--- config.mk ---
export PLATFORM = sky130hd
export DESIGN_NAME = commit_monitor_flat
export DESIGN_NICKNAME = d
export VERILOG_FILES = /design/src/rtl/commit_monitor_pkg.sv /design/src/rtl/commit_monitor_if.sv /design/src/rtl/commit_fifo.sv /design/src/rtl/commit_monitor.sv /design/src/flat_wrapper.sv
export SDC_FILE = /design/constraint.sdc
export NUM_CORES = 2
export LEC_CHECK = 0
export ABC_AREA = 0
export BUFFER_PORTS_ARGS = -buffer_cell sky130_fd_sc_hd__buf_2
export CORE_ASPECT_RATIO = 2
export CORE_MARGIN = 2
export CORE_UTILIZATION = 60
export CTS_CLUSTER_DIAMETER = 80
export DETAILED_ROUTE_END_ITERATION = 16
export GPL_TIMING_DRIVEN = 0
export HOLD_SLACK_MARGIN = 0.06
export PLACE_DENSITY_LB_ADDON = 0.25
export SLEW_MARGIN = 20
export SYNTH_ARGS = -nofsm -noshare
export SYNTH_HDL_FRONTEND = slang
export SYNTH_SLANG_ARGS = --single-unit
--- constraint.sdc ---
create_clock -name clock -period 30.6 [get_ports clock]
set_input_delay 6.12 -clock clock [delete_from_list [all_inputs] [get_ports clock]]
set_output_delay 6.12 -clock clock [all_outputs]
set_load 0.005 [all_outputs]
--- src/rtl/commit_monitor_pkg.sv ---
// Shared widths, trap encoding and commit-entry layout for commit_monitor.
// Entry is one packed vector, LSB first: wdata | wdest | wen | inst | pc.
package commit_monitor_pkg;

    localparam int ADDR_BUS = 64;
    localparam int INST_BUS = 32;
    localparam int DATA_BUS = 64;
    localparam int WDEST_W  = 5;

    localparam logic [31:0] TRAP_INST_ENC = 32'h0000_006b;

    localparam int OFF_WDATA = 0;

    function automatic int off_wdest(int data_w);
        return data_w;
    endfunction

    function automatic int off_wen(int data_w);
        return data_w + WDEST_W;
    endfunction

    function automatic int off_inst(int data_w);
        return data_w + WDEST_W + 1;
    endfunction

    function automatic int off_pc(int inst_w, int data_w);
        return data_w + WDEST_W + 1 + inst_w;
    endfunction

    function automatic int entry_w(int addr_w, int inst_w, int data_w);
        return off_pc(inst_w, data_w) + addr_w;
    endfunction

endpackage

--- src/rtl/commit_monitor_if.sv ---
// Retire-side inputs and drain-side handshake of commit_monitor.
// The monitor uses the slave modport; the producer/consumer side uses master.
interface commit_monitor_if #(
    parameter int NCH    = 2,
    parameter int ADDR_W = 64,
    parameter int INST_W = 32,
    parameter int DATA_W = 64
);
    logic [NCH-1:0]        in_valid;
    logic [NCH*ADDR_W-1:0] in_pc;
    logic [NCH*INST_W-1:0] in_inst;
    logic [NCH-1:0]        in_wen;
    logic [NCH*5-1:0]      in_wdest;
    logic [NCH*DATA_W-1:0] in_wdata;
    logic                  out_ready;
    logic                  out_valid;
    logic [ADDR_W-1:0]     out_pc;
    logic [INST_W-1:0]     out_inst;
    logic                  out_wen;
    logic [7:0]            out_wdest;
    logic [DATA_W-1:0]     out_wdata;
    logic [7:0]            out_seq;

    modport master (
        output in_valid, in_pc, in_inst, in_wen, in_wdest, in_wdata, out_ready,
        input  out_valid, out_pc, out_inst, out_wen, out_wdest, out_wdata, out_seq
    );

    modport slave (
        input  in_valid, in_pc, in_inst, in_wen, in_wdest, in_wdata, out_ready,
        output out_valid, out_pc, out_inst, out_wen, out_wdest, out_wdata, out_seq
    );
endinterface

--- src/rtl/commit_fifo.sv ---
// In-order circular buffer: up to NCH compacted writes and one read per cycle.
// free_cnt already counts the slot released by a read in the same cycle.
module commit_fifo #(
    parameter int  NCH   = 2,
    parameter int  DEPTH = 8,
    parameter int  W     = 8,
    localparam int AW    = $clog2(DEPTH),
    localparam int FW    = AW + 1
) (
    input  logic             clock,
    input  logic             reset,
    input  logic [NCH-1:0]   wr_mask,
    input  logic [NCH*W-1:0] wr_data,
    input  logic             rd_en,
    output logic [W-1:0]     rd_data,
    output logic             empty,
    output logic [FW-1:0]    free_cnt
);
    logic [FW-1:0] wr_ptr_q, wr_ptr_d, rd_ptr_q, rd_ptr_d;
    logic [W-1:0]  mem_q [DEPTH];
    logic [AW-1:0] slot [NCH];
    logic [AW-1:0] idx_diff;
    logic [FW-1:0] used;
    logic          full;

    always_comb begin
        empty    = (wr_ptr_q == rd_ptr_q);
        full     = (wr_ptr_q[AW-1:0] == rd_ptr_q[AW-1:0]) && (wr_ptr_q[AW] != rd_ptr_q[AW]);
        idx_diff = wr_ptr_q[AW-1:0] - rd_ptr_q[AW-1:0];
        used     = full ? FW'(DEPTH) : {1'b0, idx_diff};
        free_cnt = FW'(DEPTH) - used + FW'(rd_en);
        rd_data  = mem_q[rd_ptr_q[AW-1:0]];
        rd_ptr_d = rd_ptr_q + FW'(rd_en);
        // NOTE: blocking updates here chain each selected channel onto the next free slot within one evaluation.
        wr_ptr_d = wr_ptr_q;
        for (int i = 0; i < NCH; i++) begin
            slot[i] = wr_ptr_d[AW-1:0];
            if (wr_mask[i]) wr_ptr_d = wr_ptr_d + FW'(1);
        end
    end

    always_ff @(posedge clock or posedge reset) begin
        if (reset) begin
            wr_ptr_q <= '0;
            rd_ptr_q <= '0;
        end else begin
            wr_ptr_q <= wr_ptr_d;
            rd_ptr_q <= rd_ptr_d;
        end
    end

    // NOTE: storage is not reset; the pointers alone define which entries are live.
    always_ff @(posedge clock) begin
        for (int i = 0; i < NCH; i++) begin
            if (wr_mask[i]) mem_q[slot[i]] <= wr_data[i*W +: W];
        end
    end

endmodule

--- src/rtl/commit_monitor.sv ---
// Retirement monitor: qualifies per-channel commits, buffers them in order, drains one per cycle.
// Optional perf counters are built when COMMIT_MON_PERF_EN is defined.
module commit_monitor
    import commit_monitor_pkg::*;
#(
    parameter int ADDR_W = ADDR_BUS,
    parameter int INST_W = INST_BUS,
    parameter int DATA_W = DATA_BUS,
    parameter int NCH    = 2,
    parameter int DEPTH  = 8,
    parameter logic [INST_W-1:0] TRAP_INST = INST_W'(TRAP_INST_ENC)
) (
    input  logic              clock,
    input  logic              reset,
    commit_monitor_if.slave   bus,
    output logic              overflow,
    output logic              trap_hit,
    output logic [ADDR_W-1:0] trap_pc,
    output logic [63:0]       perf_cycles,
    output logic [63:0]       perf_instret
);
    localparam int EW       = entry_w(ADDR_W, INST_W, DATA_W);
    localparam int FW       = $clog2(DEPTH) + 1;
    localparam int O_WDEST  = off_wdest(DATA_W);
    localparam int O_WEN    = off_wen(DATA_W);
    localparam int O_INST   = off_inst(DATA_W);
    localparam int O_PC     = off_pc(INST_W, DATA_W);

    logic [ADDR_W-1:0] ch_pc [NCH];
    logic [NCH-1:0]    qual, fifo_wr;
    logic [NCH*EW-1:0] wr_data;
    logic [EW-1:0]     fifo_rd, head;
    logic [FW-1:0]     q_cnt, free_cnt;
    logic              empty, drop, deq;

    logic [ADDR_W-1:0] last_pc_q, last_pc_d, trap_pc_q, trap_pc_d;
    logic [7:0]        seq_q, seq_d;
    logic              overflow_q, overflow_d, trap_hit_q, trap_hit_d;

    // Channels are checked only against last_pc, never against each other.
    always_comb begin
        q_cnt     = '0;
        wr_data   = '0;
        last_pc_d = last_pc_q;
        for (int i = 0; i < NCH; i++) begin
            ch_pc[i] = bus.in_pc[i*ADDR_W +: ADDR_W];
            qual[i]  = bus.in_valid[i] && (bus.in_inst[i*INST_W +: INST_W] != '0)
                       && (ch_pc[i] != last_pc_q);
            q_cnt    = q_cnt + FW'(qual[i]);
            wr_data[i*EW +: EW] = {ch_pc[i], bus.in_inst[i*INST_W +: INST_W], bus.in_wen[i],
                                   bus.in_wdest[i*WDEST_W +: WDEST_W], bus.in_wdata[i*DATA_W +: DATA_W]};
        end
        drop       = (q_cnt > free_cnt);
        fifo_wr    = qual & {NCH{~drop}};
        overflow_d = overflow_q | drop;
        for (int i = 0; i < NCH; i++) begin
            if (fifo_wr[i]) last_pc_d = ch_pc[i];
        end
    end

    commit_fifo #(.NCH(NCH), .DEPTH(DEPTH), .W(EW)) u_fifo (
        .clock    (clock),
        .reset    (reset),
        .wr_mask  (fifo_wr),
        .wr_data  (wr_data),
        .rd_en    (deq),
        .rd_data  (fifo_rd),
        .empty    (empty),
        .free_cnt (free_cnt)
    );

    always_comb begin
        head          = fifo_rd & {EW{~empty}};
        deq           = ~empty & bus.out_ready;
        bus.out_valid = ~empty;
        bus.out_pc    = head[O_PC +: ADDR_W];
        bus.out_inst  = head[O_INST +: INST_W];
        bus.out_wen   = head[O_WEN] && (head[O_WDEST +: WDEST_W] != '0);
        bus.out_wdest = 8'(head[O_WDEST +: WDEST_W]);
        bus.out_wdata = head[OFF_WDATA +: DATA_W];
        bus.out_seq   = seq_q;
        seq_d         = seq_q + 8'(deq);
        trap_hit_d    = trap_hit_q;
        trap_pc_d     = trap_pc_q;
        if (deq && !trap_hit_q && (bus.out_inst == TRAP_INST)) begin
            trap_hit_d = 1'b1;
            trap_pc_d  = bus.out_pc;
        end
    end

    always_ff @(posedge clock or posedge reset) begin
        if (reset) begin
            last_pc_q  <= '1;
            seq_q      <= '0;
            overflow_q <= 1'b0;
            trap_hit_q <= 1'b0;
            trap_pc_q  <= '0;
        end else begin
            last_pc_q  <= last_pc_d;
            seq_q      <= seq_d;
            overflow_q <= overflow_d;
            trap_hit_q <= trap_hit_d;
            trap_pc_q  <= trap_pc_d;
        end
    end

    assign overflow = overflow_q;
    assign trap_hit = trap_hit_q;
    assign trap_pc  = trap_pc_q;

`ifdef COMMIT_MON_PERF_EN
    logic [63:0] cycles_q, cycles_d, instret_q, instret_d;

    always_comb begin
        cycles_d  = cycles_q + 64'd1;
        instret_d = instret_q + 64'(deq);
    end

    always_ff @(posedge clock or posedge reset) begin
        if (reset) begin
            cycles_q  <= '0;
            instret_q <= '0;
        end else begin
            cycles_q  <= cycles_d;
            instret_q <= instret_d;
        end
    end

    assign perf_cycles  = cycles_q;
    assign perf_instret = instret_q;
`else
    assign perf_cycles  = '0;
    assign perf_instret = '0;
`endif

endmodule
--- src/flat_wrapper.sv ---
// flat-port wrapper written by rule: the top's interface ports become plain ports
module commit_monitor_flat import commit_monitor_pkg::*;
#(
    parameter int ADDR_W = ADDR_BUS,
    parameter int INST_W = INST_BUS,
    parameter int DATA_W = DATA_BUS,
    parameter int NCH    = 2,
    parameter int DEPTH  = 8,
    parameter logic [INST_W-1:0] TRAP_INST = INST_W'(TRAP_INST_ENC)
)
  (clock, reset, overflow, trap_hit, trap_pc, perf_cycles, perf_instret, bus_in_valid, bus_in_pc, bus_in_inst, bus_in_wen, bus_in_wdest, bus_in_wdata, bus_out_ready, bus_out_valid, bus_out_pc, bus_out_inst, bus_out_wen, bus_out_wdest, bus_out_wdata, bus_out_seq);
  commit_monitor_if #(.NCH(NCH), .ADDR_W(ADDR_W), .INST_W(INST_W), .DATA_W(DATA_W)) bus_i ();
  input  logic clock;
  input  logic reset;
  output logic overflow;
  output logic trap_hit;
  output logic [ADDR_W-1:0] trap_pc;
  output logic [63:0] perf_cycles;
  output logic [63:0] perf_instret;
  input wire logic [$bits(bus_i.in_valid)-1:0] bus_in_valid;
  input wire logic [$bits(bus_i.in_pc)-1:0] bus_in_pc;
  input wire logic [$bits(bus_i.in_inst)-1:0] bus_in_inst;
  input wire logic [$bits(bus_i.in_wen)-1:0] bus_in_wen;
  input wire logic [$bits(bus_i.in_wdest)-1:0] bus_in_wdest;
  input wire logic [$bits(bus_i.in_wdata)-1:0] bus_in_wdata;
  input wire logic [$bits(bus_i.out_ready)-1:0] bus_out_ready;
  output wire logic [$bits(bus_i.out_valid)-1:0] bus_out_valid;
  output wire logic [$bits(bus_i.out_pc)-1:0] bus_out_pc;
  output wire logic [$bits(bus_i.out_inst)-1:0] bus_out_inst;
  output wire logic [$bits(bus_i.out_wen)-1:0] bus_out_wen;
  output wire logic [$bits(bus_i.out_wdest)-1:0] bus_out_wdest;
  output wire logic [$bits(bus_i.out_wdata)-1:0] bus_out_wdata;
  output wire logic [$bits(bus_i.out_seq)-1:0] bus_out_seq;
  assign bus_i.in_valid = bus_in_valid;
  assign bus_i.in_pc = bus_in_pc;
  assign bus_i.in_inst = bus_in_inst;
  assign bus_i.in_wen = bus_in_wen;
  assign bus_i.in_wdest = bus_in_wdest;
  assign bus_i.in_wdata = bus_in_wdata;
  assign bus_i.out_ready = bus_out_ready;
  assign bus_out_valid = bus_i.out_valid;
  assign bus_out_pc = bus_i.out_pc;
  assign bus_out_inst = bus_i.out_inst;
  assign bus_out_wen = bus_i.out_wen;
  assign bus_out_wdest = bus_i.out_wdest;
  assign bus_out_wdata = bus_i.out_wdata;
  assign bus_out_seq = bus_i.out_seq;
  commit_monitor #(.ADDR_W(ADDR_W), .INST_W(INST_W), .DATA_W(DATA_W), .NCH(NCH), .DEPTH(DEPTH), .TRAP_INST(TRAP_INST)) u_core (.clock(clock), .reset(reset), .bus(bus_i), .overflow(overflow), .trap_hit(trap_hit), .trap_pc(trap_pc), .perf_cycles(perf_cycles), .perf_instret(perf_instret));
endmodule
After elaboration in Yosys (flattened, before gate mapping)
Memory sizes are Yosys's and may differ from the RTL's. Index checks and enable logic that the tools add are counted.

Add/sub/neg operators: 8. Multipliers: 0. Divide/modulo/power cells: 0. Magnitude comparators: 1. Eq/ne operators: 6. Shift-type cells: 0. Muxes and demuxes: 9. Bitwise logic cells: 6. Reductions and logical operators: 13.

Operators with widths (count): $and 166x166->166 (1); $mux 64 (2); $ne 64x64->1 (2); $reduce_bool 32->1 (2); $eq 32x7->1 const B (1); $mux 4 (3); $add 4x1->4 (2); $add 4x1->4 const B (2); $add 8x1->8 (1); $logic_and 1x1->1 (8); $reduce_bool 5->1 (1); $eq 4x4->1 (1); $gt 4x4->1 (1); $mux 1 (4); $sub 4x4->4 const A (1); $eq 3x3->1 (1); $sub 3x3->3 (1); $add 1x1->2 (1); $and 2x2->2 (1); $not 1->1 (2); $reduce_bool 2->1 (1); $and 1x1->1 (1); $logic_not 1->1 (1); $ne 1x1->1 (1); $or 1x1->1 (1).

Bits in registers: 146. Bits in latches: 0. Bits in writable memories: 1328. Bits in read-only memories: 0. Input port bits: 337. Output and inout bits: 372. Logic and storage cells: 51. Memories kept: 1.

Memories: u_core.u_fifo.mem_q (depth 8, bits a word 166, read ports 1, clocked after Yosys merged registers in 0, wr ports 2, RTL line commit_fifo.sv:20) `logic [W-1:0] mem_q [DEPTH];`.

Logic depth before layout (Yosys ltp)
Word-level depth: 11. Gate-level depth with buffers: 30. Mapped depth without buffers: 18.

Hierarchy
Synthesis repeated with hierarchy kept, for this count alone.

Cell total of the unflattened synthesis: 4388. Area, all modules: 76125.5 um^2.

By module, submodules not included: commit_fifo (times used 1, cells each 3480, area each 66337.4 um^2, seq. area each 40078.4 um^2); commit_monitor (times used 1, cells each 908, area each 9788.1 um^2, seq. area each 3533.4 um^2).

Worst setup path before layout
Ideal clock, no wire load.

Path kind: input -> register. Start point: input port bus_in_pc[74]. End point: memory u_core.u_fifo.mem_q[0][0] (netlist bit) (enable). Setup time: 1.140 ns. Data arrival time: 25.721 ns. Data required time: 29.460 ns. Path slack: 3.739 ns. Stages: 15. Path through: clkbuf_1 > xor2_1 > nor4_1 > nand4_1 > nor4_2 > nor2_1 > ha_1 > ha_1 > nor2b_1 > o21ai_0 > or2_2 > buf_2 > nand3_1 > buf_2 > o41ai_1.

RTL lines: start: declaration (RTL line flat_wrapper.sv:21) `input wire logic [$bits(bus_i.in_pc)-1:0] bus_in_pc;`; end: declaration (RTL line commit_fifo.sv:20).

Worst setup path after layout
Start point: register u_core.u_fifo.rd_ptr_q[1]. End point: output port bus_out_inst[5].

Cells in the longest elaborated chain, start to end: 3. Elaborated cells on any way between the ends: 4.

Ends and longest elaborated chain: start: declaration (RTL line commit_fifo.sv:19) `logic [FW-1:0] wr_ptr_q, wr_ptr_d, rd_ptr_q, rd_ptr_d;`; start signal: assignment (RTL line commit_fifo.sv:48) `rd_ptr_q <= rd_ptr_d;`; branches (longest 2 deep; another with $mem_v2 8x166); $and 166x166->166 * (RTL line commit_monitor.sv:73) `head = fifo_rd & {EW{~empty}};`; end: declaration (RTL line flat_wrapper.sv:29) `output wire logic [$bits(bus_i.out_inst)-1:0] bus_out_inst;`.

Every way passes the cells marked *.

==> impl_metrics.yaml <==
synth:
  yosys.area.top_type: "edfxtp_1"
  synth.area.top_cells: "edfxtp_1 52%, mux2_2 20%, mux4_2 9.8%"
  synth.top_cell.area_share_pct: 52.3
  syn_inst: 4624
  synth_most_common_cell: "mux2_2"
  avgSynthCellArea_um2: 16.5
  synth_common_cells: "1,376 x mux2_2, 1,328 x edfxtp_1, 332 x mux4_2"
  synth_area_um2: 76200
  ys.flop_type: "edfxtp_1"
  ys_seq_area_share_pct: 57.2
  ys_ff_latch: 1474
  synth_cell_types: 57
  synth_warnings: 0
  ys_async_sr_fraction_pct: 9.91
  synth-edff-count: 1328
grt:
  grt_usage_pct: 35.5
  first_global_vias: 47900
  grt_first_pass_wirelength_um: 330000
  gr-total-overflow: 0
  antenna_found_initial: 63
  grt_max_degree: 85
floorplanning:
  ios: 709
  start_util_pct: 60.2
  die-area_um2: 130000
  die_w_um: 256
  die_h_um: 508
  fp-row-count: 185
  coreArea_um2: 127000
clock_network:
  cts-root-buf: "clkbuf_16"
  clock_sinks: 1474
  cts_tree: "done"
  htree_levels: 4
  hold_buffers: 0
  cts_inserted_buffers: 134
  clk_pin_slew_worst_paths_ns: 0.07
  clock_path_buffers: 3
  post-cts-setup-buffers: 0
  clock_latency_ns: 0.78
  cts.repair.resized: 0
critical_path:
  worst-path-max-fanout: 11
  end_kind: "primary output"
  worst_setup_path_start_kind: "register"
  reg2regPathDepth: 34
  path_class: "register to primary output"
  arrival_ns: 10.89
  crit_required_ns: 24.48
sta:
  final-setup-viol-count: 0
  fin_tns_setup_ns: 0
  worst_slew_pin_slew_ns: 1.18
  max_slew_margin_pct: 21.1
  final-hold-violation-count: 0
  min_period_ns: 17.01
  max_freq_mhz: 58.8
  final.setup.worst_slack_ns: 13.59
  period_share_pct: 55.6
  slew_violations: 0
  skew_ns: 0.0336
  rsz0062_at_grt: "false"
route:
  wire_per_inst_um: 31.8
  wl_um: 232000
  first_pass_iters: 5
  drt_iter0_markers: 4305
  vias: 46200
  drc: 0
  ant_nets: 0
  via_per_inst: 6.32
place:
  routabilityCongestion: 0.992
  hpwl_um: 172000
  dp_cells: 7039
  io_buffers: 441
  place_ws_ns: 14.47
power:
  peakVddDrop_mv: 0.100
  p_per_area_nw_per_um2: 124
  cellLeakagePower_nw: 32.4
  power.total_mw: 10.9
cells_and_area:
  seq_area_um2: 43600
  nFillCells: 8516
  multi_input_area_um2: 29900
  final_cells: 7311
  syn_to_final_growth_pct: 15.1
  nNetsFinal: 5843
  drive_gt1_share_pct: 52.4
min_path:
  holdPathStages: 1
  hp-class: "register to register"
flow_run:
  max-cap-violations: 0
outcome:
  status: "complete, no violations"
routing by layer:
layer / part of all wire [%] / GRT usage, %
met1: 33 / 39.6
met2: 52 / 62.6
met3: 9.2 / 8.81
met4: 5.9 / 18.6
met5: 0.21 / 0
critical path: stages (launching register included):
cell and delay (ns):
dfrtp_1 0.40, buf_4 0.27, buf_6 0.24, buf_4 0.27
buf_2 0.43, clkbuf_2 0.68, buf_2 0.51, clkbuf_1 0.74
clkbuf_1 0.87, inv_1 0.11, ha_1 0.34, nand2_1 0.10
nor3_2 0.62, clkbuf_1 0.65, clkbuf_1 0.93, buf_1 0.92
clkbuf_2 0.68, clkbuf_1 0.86, nor2_1 0.19, buf_2 0.22
area by class of cell:
cell class                      count  share of cell area (%)
Multi-Input combinational cell   2706                    34.1
Buffer                            559                    3.74
Clock inverter                     65                   0.768
Tap cell                         1683                    2.40
Clock buffer                      176                    4.15
Sequential cell                  1474                    49.7
Inverter                           15                  0.0727
Antenna cell                       30                  0.0855
Timing Repair Buffer              603                    5.03
placed cells by master, fill, tap and decap left out, types with 28 or more instances in the layout:
master,Yosys,layout
buf_1,55,48
buf_16,0,28
buf_2,94,570
buf_4,193,201
buf_6,43,100
buf_8,0,37
clkbuf_1,174,202
clkbuf_16,0,138
conb_1,1,131
dfrtp_1,82,82
dfstp_2,64,64
diode_2,0,30
edfxtp_1,1328,1328
mux2_2,1376,1376
mux2i_1,230,230
mux4_2,332,332
nand2_1,73,73
nor2_1,174,174
nor4_1,42,42
o21ai_0,71,69
xnor2_1,76,76
xor2_1,71,71
flip-flops by register name, summed over array words and instances, names as in the netlist:
register                flops
u_core.u_fifo.mem_q      1328
u_core.last_pc_q           64
u_core.trap_pc             64
u_core.bus.out_seq          8
u_core.u_fifo.rd_ptr_q      4
u_core.u_fifo.wr_ptr_q      4
u_core.overflow             1
u_core.trap_hit             1
final timing paths:
kind,startpoint,end,slack [ns]
max,u_core.u_fifo.rd_ptr_q[1]$_DFF_PP0_,bus_out_inst[5],13.59
min reg2reg,u_core.bus.out_seq[7]$_DFF_PP0_,u_core.bus.out_seq[7]$_DFF_PP0_,0.47
min in group asynchronous,reset,u_core.trap_pc[23]$_DFFE_PP0P_,5.46
min,u_core.bus.out_seq[7]$_DFF_PP0_,u_core.bus.out_seq[7]$_DFF_PP0_,0.47
max in group asynchronous,reset,u_core.last_pc_q[53]$_DFFE_PP1P_,24.32
max reg2reg,u_core.u_fifo.rd_ptr_q[1]$_DFF_PP0_,u_core.u_fifo.mem_q[3][57]$_DFFE_PP_,18.97
per-stage QoR:
stage | area, µm² | utilization, % | hold WS [ns]
5_1_grt | 87700 | 69.3 | 0.490
6_report | 87800 | 69.3 | 0.468
4_1_cts | 87700 | 69.2 | 0.470
3_3_place_gp | 81000 | 64.0 | 0.453
3_5_place_dp | 83300 | 65.8 | 0.461
2_1_floorplan | 76700 | - | 0.459
power by group:
part	total (mW)	internal, mW	switching (mW)
registers	3.70	3.45	0.247
clock network	1.71	0.939	0.775
logic	5.48	2.35	3.13
kinds of logic after synthesis:
group | synth area share [%]
multiplexers | 33.4
flip-flops | 57.2
buffers and inverters | 4.36
AND/OR/NAND/NOR | 2.18
XOR/XNOR | 1.72
AO/OA/AOI/OAI | 0.901
adder cells (fa/ha/maj) | 0.223
other | 0.00492
(Power assumes the default switching activity.)
